**src/rtl/ir_decode.sv**
```systemverilog
// ---------------------------------------------------------------------------
// ir_decode
//
// Instruction register and branch-resolution stage that sits in front of the
// multicycle control FSM. It holds the fetched instruction, the compare code
// and the ALU status flags the FSM branches on. It builds the immediate and
// LLI/SLLI values for the register-write mux. During the FSM's two-cycle
// branch sequence it computes the target, resolves the condition and raises
// the PC write.
//
// Ports
//   CLK         clock, rising edge
//   reset       asynchronous, active-high reset
//   irw         load instr_in into IR
//   instr_in    memory read data (instruction)
//   compcodew   load compcode from IR[11:10]
//   srw         load status flags {alu_zero, alu_neg}
//   alu_zero    ALU result == 0
//   alu_neg     ALU result sign bit
//   isBranch    branch-phase strobe from the control FSM
//   pc          current PC (already incremented)
//   regval      register-file read of rd
//   opcode      IR[15:12]
//   rd          IR[11:8]
//   rs          IR[7:4]
//   compcode    registered compare code
//   sr          registered flags {zero, neg}
//   imm_ext     sign-extended IR[7:0]
//   lli_value   {regval[W-1:8], IR[7:0]}
//   slli_value  {regval[W-9:0], IR[7:0]}
//   br_target   registered branch target
//   br_pcw      PC write request for a taken branch
// ---------------------------------------------------------------------------
`timescale 1ns/1ps
module ir_decode #(
   parameter int W    = 16,
   parameter int OFFW = 10
) (
   input  logic         CLK,
   input  logic         reset,
   input  logic         irw,
   input  logic [W-1:0] instr_in,
   input  logic         compcodew,
   input  logic         srw,
   input  logic         alu_zero,
   input  logic         alu_neg,
   input  logic         isBranch,
   input  logic [W-1:0] pc,
   input  logic [W-1:0] regval,
   output logic [3:0]   opcode,
   output logic [3:0]   rd,
   output logic [3:0]   rs,
   output logic [1:0]   compcode,
   output logic [1:0]   sr,
   output logic [W-1:0] imm_ext,
   output logic [W-1:0] lli_value,
   output logic [W-1:0] slli_value,
   output logic [W-1:0] br_target,
   output logic         br_pcw
);

   typedef enum logic {
      IDLE  = 1'b0,
      ARMED = 1'b1
   } state_t;

   state_t         state_reg, state_next;
   logic [W-1:0]   ir_reg;
   logic [1:0]     compcode_reg;
   logic [1:0]     sr_reg;
   logic [W-1:0]   br_target_reg;
   logic           taken_reg;
   logic           capture;
   logic           cond_now;
   logic [W-1:0]   target_next;

   // Field decode is straight off the IR so Decode sees it with no extra latency.
   assign opcode     = ir_reg[15:12];
   assign rd         = ir_reg[11:8];
   assign rs         = ir_reg[7:4];
   assign compcode   = compcode_reg;
   assign sr         = sr_reg;
   assign br_target  = br_target_reg;
   assign imm_ext    = {{(W-8){ir_reg[7]}}, ir_reg[7:0]};
   assign lli_value  = {regval[W-1:8], ir_reg[7:0]};
   assign slli_value = {regval[W-9:0], ir_reg[7:0]};

   // Target wraps silently modulo 2^W.
   assign target_next = pc + {{(W-OFFW){ir_reg[OFFW-1]}}, ir_reg[OFFW-1:0]};

   // Condition is evaluated on the registered sr, so a coincident srw only
   // affects the next branch.
   always_comb begin
      cond_now = 1'b0;
      case (compcode_reg)
         2'd0:    cond_now = 1'b1;        // always
         2'd1:    cond_now = sr_reg[1];   // eq
         2'd2:    cond_now = ~sr_reg[1];  // ne
         default: cond_now = sr_reg[0];   // lt
      endcase
   end

   always_comb begin
      state_next = state_reg;
      capture    = 1'b0;
      br_pcw     = 1'b0;
      case (state_reg)
         IDLE: begin
            if (isBranch) begin
               capture    = 1'b1;
               state_next = ARMED;
            end
         end
         ARMED: begin
            // A low isBranch here is the abort path: no PC write, back to IDLE.
            br_pcw     = isBranch & taken_reg;
            state_next = IDLE;
         end
         default: state_next = IDLE;
      endcase
   end

   always_ff @(posedge CLK or posedge reset) begin
      if (reset) begin
         state_reg     <= IDLE;
         ir_reg        <= '0;
         compcode_reg  <= '0;
         sr_reg        <= '0;
         br_target_reg <= '0;
         taken_reg     <= 1'b0;
      end else begin
         state_reg <= state_next;
         if (irw)
            ir_reg <= instr_in;
         if (compcodew)
            compcode_reg <= ir_reg[11:10];
         if (srw)
            sr_reg <= {alu_zero, alu_neg};
         if (capture) begin
            br_target_reg <= target_next;
            taken_reg     <= cond_now;
         end
      end
   end

endmodule

```
**config.mk**
```make
export PLATFORM = sky130hd
export DESIGN_NAME = ir_decode
export DESIGN_NICKNAME = d
export VERILOG_FILES = /design/src/rtl/ir_decode.sv
export SDC_FILE = /design/constraint.sdc
export NUM_CORES = 1
export LEC_CHECK = 0
export CAP_MARGIN = 20
export CORE_MARGIN = 1
export CORE_UTILIZATION = 30
export DETAILED_ROUTE_END_ITERATION = 10
export GPL_TIMING_DRIVEN = 0
export MAX_ROUTING_LAYER = met4
export PLACE_DENSITY = 0.67
export SYNTH_ARGS = -nofsm -noshare
export SYNTH_HDL_FRONTEND = slang
export SYNTH_SLANG_ARGS = --single-unit
export TNS_END_PERCENT = 50
```
**constraint.sdc**
```tcl
create_clock -name CLK -period 2.2 [get_ports CLK]
set_input_delay 0.22 -clock CLK [delete_from_list [all_inputs] [get_ports CLK]]
set_output_delay 0.22 -clock CLK [all_outputs]
set_load 0.01 [all_outputs]
```
-- Word-level counts from Yosys, hierarchy flattened
Index checks and enable logic that the tools add are counted.
- register bits: 38
- bits of input ports: 56
- output and inout port bits: 81
- word-level logic and storage cells: 18
- $add $sub $neg: 1
- equal/unequal tests: 2
- multiplexer cells: 5
- bitwise operators: 3
- reduce and logical (&&, ||, !) cells: 1
- operator list (operator ; number):
    $add A16 B16 Y16 ; 1
    $mux W1 ; 3
    $pmux W1 S3 ; 1
    $eq A2 B1 Y1 const B ; 1
    $eq A2 B2 Y1 const B ; 1
    $logic_not A2 Y1 ; 1
    $not A1 Y1 ; 2
    $pmux W1 S2 ; 1
    $and A1 B1 Y1 ; 1

-- Depth between registers and ports, before layout
Gate-level depths: netlist (run 1).
- depth in word-level cells: 2
- depth in mapped cells: 7
- gate-level depth less buffers: 7

-- Worst setup path before layout (run 1)
No wires, ideal clock.
- path kind: register to register
- start: register ir_reg[0]
- end: register br_target_reg[12] (netlist: br_target[12])
- library setup time: 70 ps
- data arrival time: 2187 ps
- required time: 2130 ps
- path slack: -57 ps
- stages on the path, launching flop included: 8
- path buffers: 0
- clock period less this slack: 2257 ps
- cells stage by stage: dfrtp_1 > ha_1 > fa_1 > a21o_1 > and4_1 > o2111ai_1 > or4b_1 > nand3b_1
- longest elaborated chain between the ends: 1
- ends and longest elaborated chain (item ; RTL line ; RTL):
    start: declaration ; 68 ; logic [W-1:0] ir_reg;
    start signal: assignment ; 134 ; ir_reg <= instr_in;
    $add A16 B16 Y16 ; 89 ; assign target_next = pc + {{(W-OFFW){ir_reg[OFFW-1]}}, ir_reg[OFFW-1:0]};
    end signal: assignment ; 140 ; br_target_reg <= target_next;
    end: declaration ; 71 ; logic [W-1:0] br_target_reg;
Every way passes these cells.
A chain may end at the register's enable or synchronous reset.

-- Worst setup path after layout (run 1)
Same ends and word-level chain as after synthesis.

==> metrics, run 1 <==
status=finished clean; synthesized flop and latch total=38; Ports=137; sequential fraction of design power=35.1%; CTS tree=built; Die Width=94.76 um; H-tree levels=2; sequential fraction of the synthesis area=36.84%; Worst-Margin Slew=819.3 ps; Initial DRT Pass Iterations=4; Post-Syn Instances=between 200 and 300; die area=0.008979 mm^2; Setup-failing EPs final=0; Synthesized Nets=between 300 and 400; sw frac=32.63%; max incr delay on CP=between 400 and 500 ps; WL/cell=13.23 um; Final HPWL DP=5.052 mm; maximum vdd ir drop=0.2494 mV; Port-buffer cells=119; DP Worst Slack=-287.8 ps; post-synthesis average cell area=10.08 um^2; most common cell after layout, fill and taps aside=clkdlybuf4s50_1; fin area=0.004113 mm^2; Main synth FF type=dfrtp_1; DRC viols=0; reg2reg start=ir_reg[0]$_DFFE_PP0P_; Cell Int Power=~1800 uW; vias=2261; final layout net count=458; final period utilization=96.05%; Pwr Total=2604 uW; Final Skew=roughly 6.1 ps; Slew HR=45.30%; Ys Warns=0; die height=94.76 um; fin crit period=2113 ps; num rows=33; CP arrival=2350 ps; GPL Wtd Cong=0.8262; final max-slew violation count=0; largest net degree at the start of global routing=39; PD cells=between 600 and 700 mW/mm^2; RSZ-0062 raised after global routing=yes; Starting Density=31.26%; total gr overflow=0; CP Max Fanout=5; CP endpoint kind=flop; clock buffer depth=2; vias in the first global route=2110; Placed Area=between 0.003 and 0.004 mm^2; CP Launch Point=ir_reg[0]$_DFFE_PP0P_; Root Buffer=clkbuf_8; Hold Path Class=in -> async; Pleak=0.001810 uW; DRT Wirelength=6.508 mm; async set-reset flop share out of synthesis=100.0%; Clk pwr share=a little under a fifth; CTS sink count=38; Post-DRT Antenna Nets=0; first-iteration detailed-routing DRC count=between 70 and 80; hold bufs inserted after CTS=0; Worst Path Required=2430 ps; FMAX=473.2 MHz; Comb power frac=46.0%; antenna violations before repair=0; Antenna Cells=0; share of layout cells above drive strength 1=26.61%; Net Sw Power=849.5 uW; Final Hold Fails=0; synthesized cell area=0.002581 mm^2; Vias/cell=4.596; CP cell instances=ha_4 -> fa_2 -> a21o_1 -> and4_4 -> o2111ai_4 -> or4b_1 -> nand3b_1; commonest cells after routing, fill and taps aside=clkdlybuf4s50_1 (119), buf_4 (52), dfrtp_1 (35), nand2_1 (25), mux2_2 (21); Core Region=between 0.008 and 0.009 mm^2; Post-synth EDFFs=0; worst setup margin=86.92 ps; clk_lat worst skew=290 ps; CP startpoint kind=flop; Slowest cell on crit path=or4b_1; first-pass GRT wire length=about 10 mm; GRT Util Overall=14.65%; Yosys cell types=just under 50; crit path kind=reg -> reg; P&R area growth vs syn=59.33%; clk slew on worst S/H paths=80 ps; number of max-cap violations=0; Num CTS Buffers=5; fill count=772
## power groups by stage
| stage | combinational [uW] | clock, uW | sequential, uW |
|---|---|---|---|
| 4_1_cts | 1180 | 514 | 915 |
| 3_5_place_dp | 1150 | 0 | 936 |
| 5_1_grt | 1300 | 539 | 934 |
| 6_report | 1200 | 491 | 914 |
| 2_1_floorplan | 544 | 0 | 976 |
| 3_3_place_gp | 1130 | 0 | 931 |
## critical path: cells and delay by family, from the launching register on
kind	cells	cell delay, ps
flip-flops	1	410
adder cells (fa/ha/maj)	2	510
AO/OA/AOI/OAI	2	370
AND/OR/NAND/NOR	3	760
## path summary, 6_finish.rpt
path | endpoint | slack [ps] | depth (start not counted)
setup / recovery | br_target[12]$_DFFE_PP0P_ | 90 | 7
hold / removal | ir_reg[5]$_DFFE_PP0P_ | 400 | 2
setup reg to reg | br_target[12]$_DFFE_PP0P_ | 90 | 7
hold reg to reg | br_target[7]$_DFFE_PP0P_ | 480 | 2
max in group asynchronous | ir_reg[9]$_DFFE_PP0P_ | 1240 | 2
min in group CLK | ir_reg[10]$_DFFE_PP0P_ | 400 | 2
## synth_stat cells, types with 2 or more instances
library cell,n,area (um^2)
buf_4,44,330.3
dfrtp_1,38,950.9
nand2_1,25,93.84
mux2_2,21,236.5
ha_1,15,187.7
a21o_1,12,90.09
o21ai_0,9,45.04
nor2_1,8,30.03
a21oi_1,6,30.03
clkbuf_1,6,22.52
xor2_1,5,43.79
a31oi_1,4,25.02
buf_2,4,20.02
inv_1,4,15.01
and2_1,3,18.77
and4_1,3,26.28
nand4_1,3,18.77
o211ai_1,3,22.52
o21ai_1,3,15.01
xnor2_1,3,26.28
a211oi_1,2,15.01
a221o_1,2,20.02
and3_1,2,12.51
buf_1,2,7.510
mux2i_1,2,20.02
nand2b_1,2,12.51
nor3_1,2,10.01
o2111ai_1,2,17.52
## repair_timing
item | 4_1_cts | 5_1_grt
setup buffers | 5 | 3
endpoints found under the setup margin | 3 | 4
hold endpoints to repair | 0 | 0
pin swaps | 0 | 8
gates resized for setup | 5 | 10
## cell families (layout without fill, tap and decap cells)
logic type	Yosys count	count (layout)	share of synthesized area, %
flip-flops	38	38	36.84
multiplexers	23	23	9.937
buffers and inverters	61	192	15.75
AO/OA/AOI/OAI	55	55	15.66
adder cells (fa/ha/maj)	16	16	8.047
XOR/XNOR	8	8	2.715
AND/OR/NAND/NOR	55	55	11.05
## per-layer routing
metal | GRT usage [%] | vias up | share of wire (%)
met5 | - | - | 0
met4 | 4.545 | 0 | 1.2
met3 | 3.060 | 9 | 6.7
met2 | 23.32 | 83 | 49
met1 | 18.58 | 1045 | 44
li1 | - | 1124 | -
## stage by stage
step | setup TNS, ps | hold slack (ps) | util (%) | cells
after floorplan | 0 | 371.6 | - | 256
after global placement | -545.4 | 464.4 | 47.36 | 480
after detailed placement | -707.1 | 474.3 | 47.36 | 480
after CTS | 0 | 409.8 | 49.14 | 493
after global routing | -26.86 | 439.9 | 49.80 | 492
final | 0 | 399.7 | 49.80 | 492
## layout make-up
| cell class | instances | area (um^2) | area share (%) |
|---|---|---|---|
| inverter | 4 | 15.01 | 0.3651 |
| sequential | 38 | 954.7 | 23.21 |
| buffer | 53 | 367.9 | 8.944 |
| tap | 105 | 131.4 | 3.194 |
| timing repair buffer | 127 | 1251 | 30.42 |
| clock inverter | 2 | 13.76 | 0.3347 |
| clock buffer | 6 | 72.57 | 1.765 |
| multi-input combinational | 157 | 1306 | 31.76 |
No activity file was read; power rests on OpenSTA's default activity.
==> run 2: changes to the inputs <==
--- a/config.mk
+++ b/config.mk
@@ -9,6 +9,7 @@
 export CORE_MARGIN = 1
 export CORE_UTILIZATION = 30
 export DETAILED_ROUTE_END_ITERATION = 10
+export GPL_ROUTABILITY_DRIVEN = 0
 export GPL_TIMING_DRIVEN = 0
 export MAX_ROUTING_LAYER = met4
 export PLACE_DENSITY = 0.67
==> metrics, run 2 (synthesized netlist as in run 1, its figures left out) <==
Root Buffer=clkbuf_8 (unchanged); CTS tree=built (unchanged); routing usage on met3=2.818% (was 3.060%); Ports=137 (unchanged); share of layout cells above drive strength 1=26.36% (was 26.61%); Antenna Cells=0 (unchanged); Cell Int Power=1759 uW (was 1754 uW); antenna violations before repair=0 (unchanged); Worst Path Buf+Inv=0 (unchanged); Setup-failing EPs final=0 (unchanged); gr busiest metal=met2 (unchanged); final max-slew violation count=0 (unchanged); Core Region=0.008258 mm^2 (unchanged); first-iteration detailed-routing DRC count=98 (was 79); Vias/cell=4.754 (was 4.596); final period utilization=96.81% (was 96.05%); sequential fraction of design power=35.1% (about the same); Hold Path Class=in -> async (unchanged); RSZ-0062 raised after global routing=no (was yes); Starting Density=31.26% (unchanged); WL/cell=13.42 um (was 13.23 um); Final Hold Fails=0 (unchanged); fill count=792 (was 772); clk_lat worst skew=300 ps (was 290 ps); Final HPWL DP=5.029 mm (was 5.052 mm); die height=94.76 um (unchanged); Net Sw Power=843.9 uW (was 849.5 uW); clk slew on worst S/H paths=80 ps (about the same); Final Skew=8.815 ps (was 6.125 ps); largest net degree at the start of global routing=39 (unchanged); Final Util=49.94% (was 49.80%); Initial DRT Pass Iterations=4 (unchanged); met2 Usage GRT=25.36% (was 23.32%); Clk pwr share=18.7% (was 18.9%); FMAX=469.5 MHz (was 473.2 MHz); CP startpoint kind=flop (unchanged); Num CTS Buffers=5 (unchanged); vias=2339 (was 2261); DRC viols=0 (unchanged); H-tree levels=2 (unchanged); CP Max Fanout=5 (unchanged); Pleak=0.001813 uW (was 0.001810 uW); num rows=33 (unchanged); status=finished clean (unchanged); first-pass GRT wire length=10.38 mm (was 9.970 mm); PD cells=631.2 mW/mm^2 (was 633.1 mW/mm^2); clock buffer depth=2 (unchanged); Slowest cell on crit path=or4b_1 (unchanged); number of max-cap violations=0 (unchanged); vias in the first global route=2306 (was 2110); met1 Use GR=18.15% (was 18.58%); maximum vdd ir drop=0.2439 mV (was 0.2494 mV); P&R area growth vs syn=59.77% (was 59.33%); CTS sink count=38 (unchanged); crit path kind=reg -> reg (unchanged); commonest cells after routing, fill and taps aside=clkdlybuf4s50_1 (119), buf_4 (52), dfrtp_1 (36), nand2_1 (25), mux2_2 (21) (was clkdlybuf4s50_1 (119), buf_4 (52), dfrtp_1 (35), nand2_1 (25), mux2_2 (21)); total gr overflow=0 (unchanged); Die Width=94.76 um (unchanged); largest delay contributor family on the critical path=simple AND/OR/NAND/NOR gates (unchanged); CP endpoint kind=flop (unchanged); Worst Path Required=2430 ps (about the same); CP cell instances=ha_4 -> fa_2 -> a21o_1 -> and4_4 -> o2111ai_2 -> or4b_1 -> nand3b_1 (was ha_4 -> fa_2 -> a21o_1 -> and4_4 -> o2111ai_4 -> or4b_1 -> nand3b_1); Pwr Total=2603 uW (was 2604 uW); Post-DRT Antenna Nets=0 (unchanged); GRT Util Overall=15.09% (was 14.65%); fin crit period=2130 ps (was 2113 ps); Slew HR=44.27% (was 45.30%); Port-buffer cells=119 (unchanged); die area=0.008979 mm^2 (unchanged); Comb power frac=46.2% (was 46.0%); most common cell after layout, fill and taps aside=clkdlybuf4s50_1 (unchanged); Worst-Margin Slew=834.7 ps (was 819.3 ps); DRT Wirelength=6.603 mm (was 6.508 mm); max incr delay on CP=450 ps (about the same); sw frac=32.42% (was 32.63%); CP arrival=2360 ps (was 2350 ps); final layout net count=458 (unchanged)
[run 2: cell counts in the layout (fill, tap and decap cells not counted)]
No cell type changed its count.
[run 2: power by group through the flow]
stage | Clock, uW | Sequential (uW) | Combinational [uW]
2_1_floorplan | 0 | 976 | 544
3_3_place_gp | 0 | 929 | 1130
3_5_place_dp | 0 | 937 | 1150
4_1_cts | 506 | 920 | 1170
5_1_grt | 527 | 934 | 1310
6_report | 486 | 913 | 1200
[run 2: layout make-up]
| cell class | instances | area (um^2) | share of cell area, % |
|---|---|---|---|
| multi-input combinational | 157 | 1319 | 31.98 |
| timing repair buffer | 127 | 1251 | 30.34 |
| sequential | 38 | 953.4 | 23.12 |
| buffer | 53 | 367.9 | 8.920 |
| tap | 105 | 131.4 | 3.186 |
| clock buffer | 6 | 72.57 | 1.760 |
| inverter | 4 | 15.01 | 0.3641 |
| clock inverter | 2 | 13.76 | 0.3337 |
[run 2: metal layers]
| layer | vias up | wire length [um] | part of all wire (%) |
|---|---|---|---|
| met2 | 107 | 3220 | 49 |
| met4 | 0 | 74 | 1.1 |
| met3 | 9 | 500 | 7.6 |
| met5 | - | 0 | 0 |
| met1 | 1094 | 2808 | 43 |
| li1 | 1129 | - | - |
[run 2: through the flow]
step / cell area (um^2) / TNS, ps / setup WS [ps] / std cells / hold WS [ps]
2_1_floorplan: 2589 / 0 / 36.58 / 256 / 371.6
3_3_place_gp: 3911 / -523.3 / -267.8 / 480 / 463.9
3_5_place_dp: 3911 / -543.5 / -267.8 / 480 / 468.5
4_1_cts: 4040 / 0 / 9.523 / 492 / 431.5
5_1_grt: 4124 / 0 / 7.806 / 492 / 445.0
6_report: 4124 / 0 / 70.23 / 492 / 409.7
[run 2: path summary, 6_finish.rpt]
check,cells after the start,end,slack (ps),start
setup / recovery,7,br_target[12]$_DFFE_PP0P_,70,ir_reg[0]$_DFFE_PP0P_
min in group CLK,2,ir_reg[9]$_DFFE_PP0P_,430,irw
setup reg to reg,7,br_target[12]$_DFFE_PP0P_,70,ir_reg[0]$_DFFE_PP0P_
max in group asynchronous,2,ir_reg[7]$_DFFE_PP0P_,1210,reset
hold / removal,2,ir_reg[8]$_DFFE_PP0P_,410,reset
hold reg to reg,2,taken_reg$_DFFE_PP0P_,480,taken_reg$_DFFE_PP0P_
[run 2: repair_timing]
item	4_1_cts	5_1_grt
gates resized for setup	4	10
setup endpoints to repair	2	3
buffers inserted	4	4
hold buffers	0	0
cloned	0	0
pin swaps	0	8
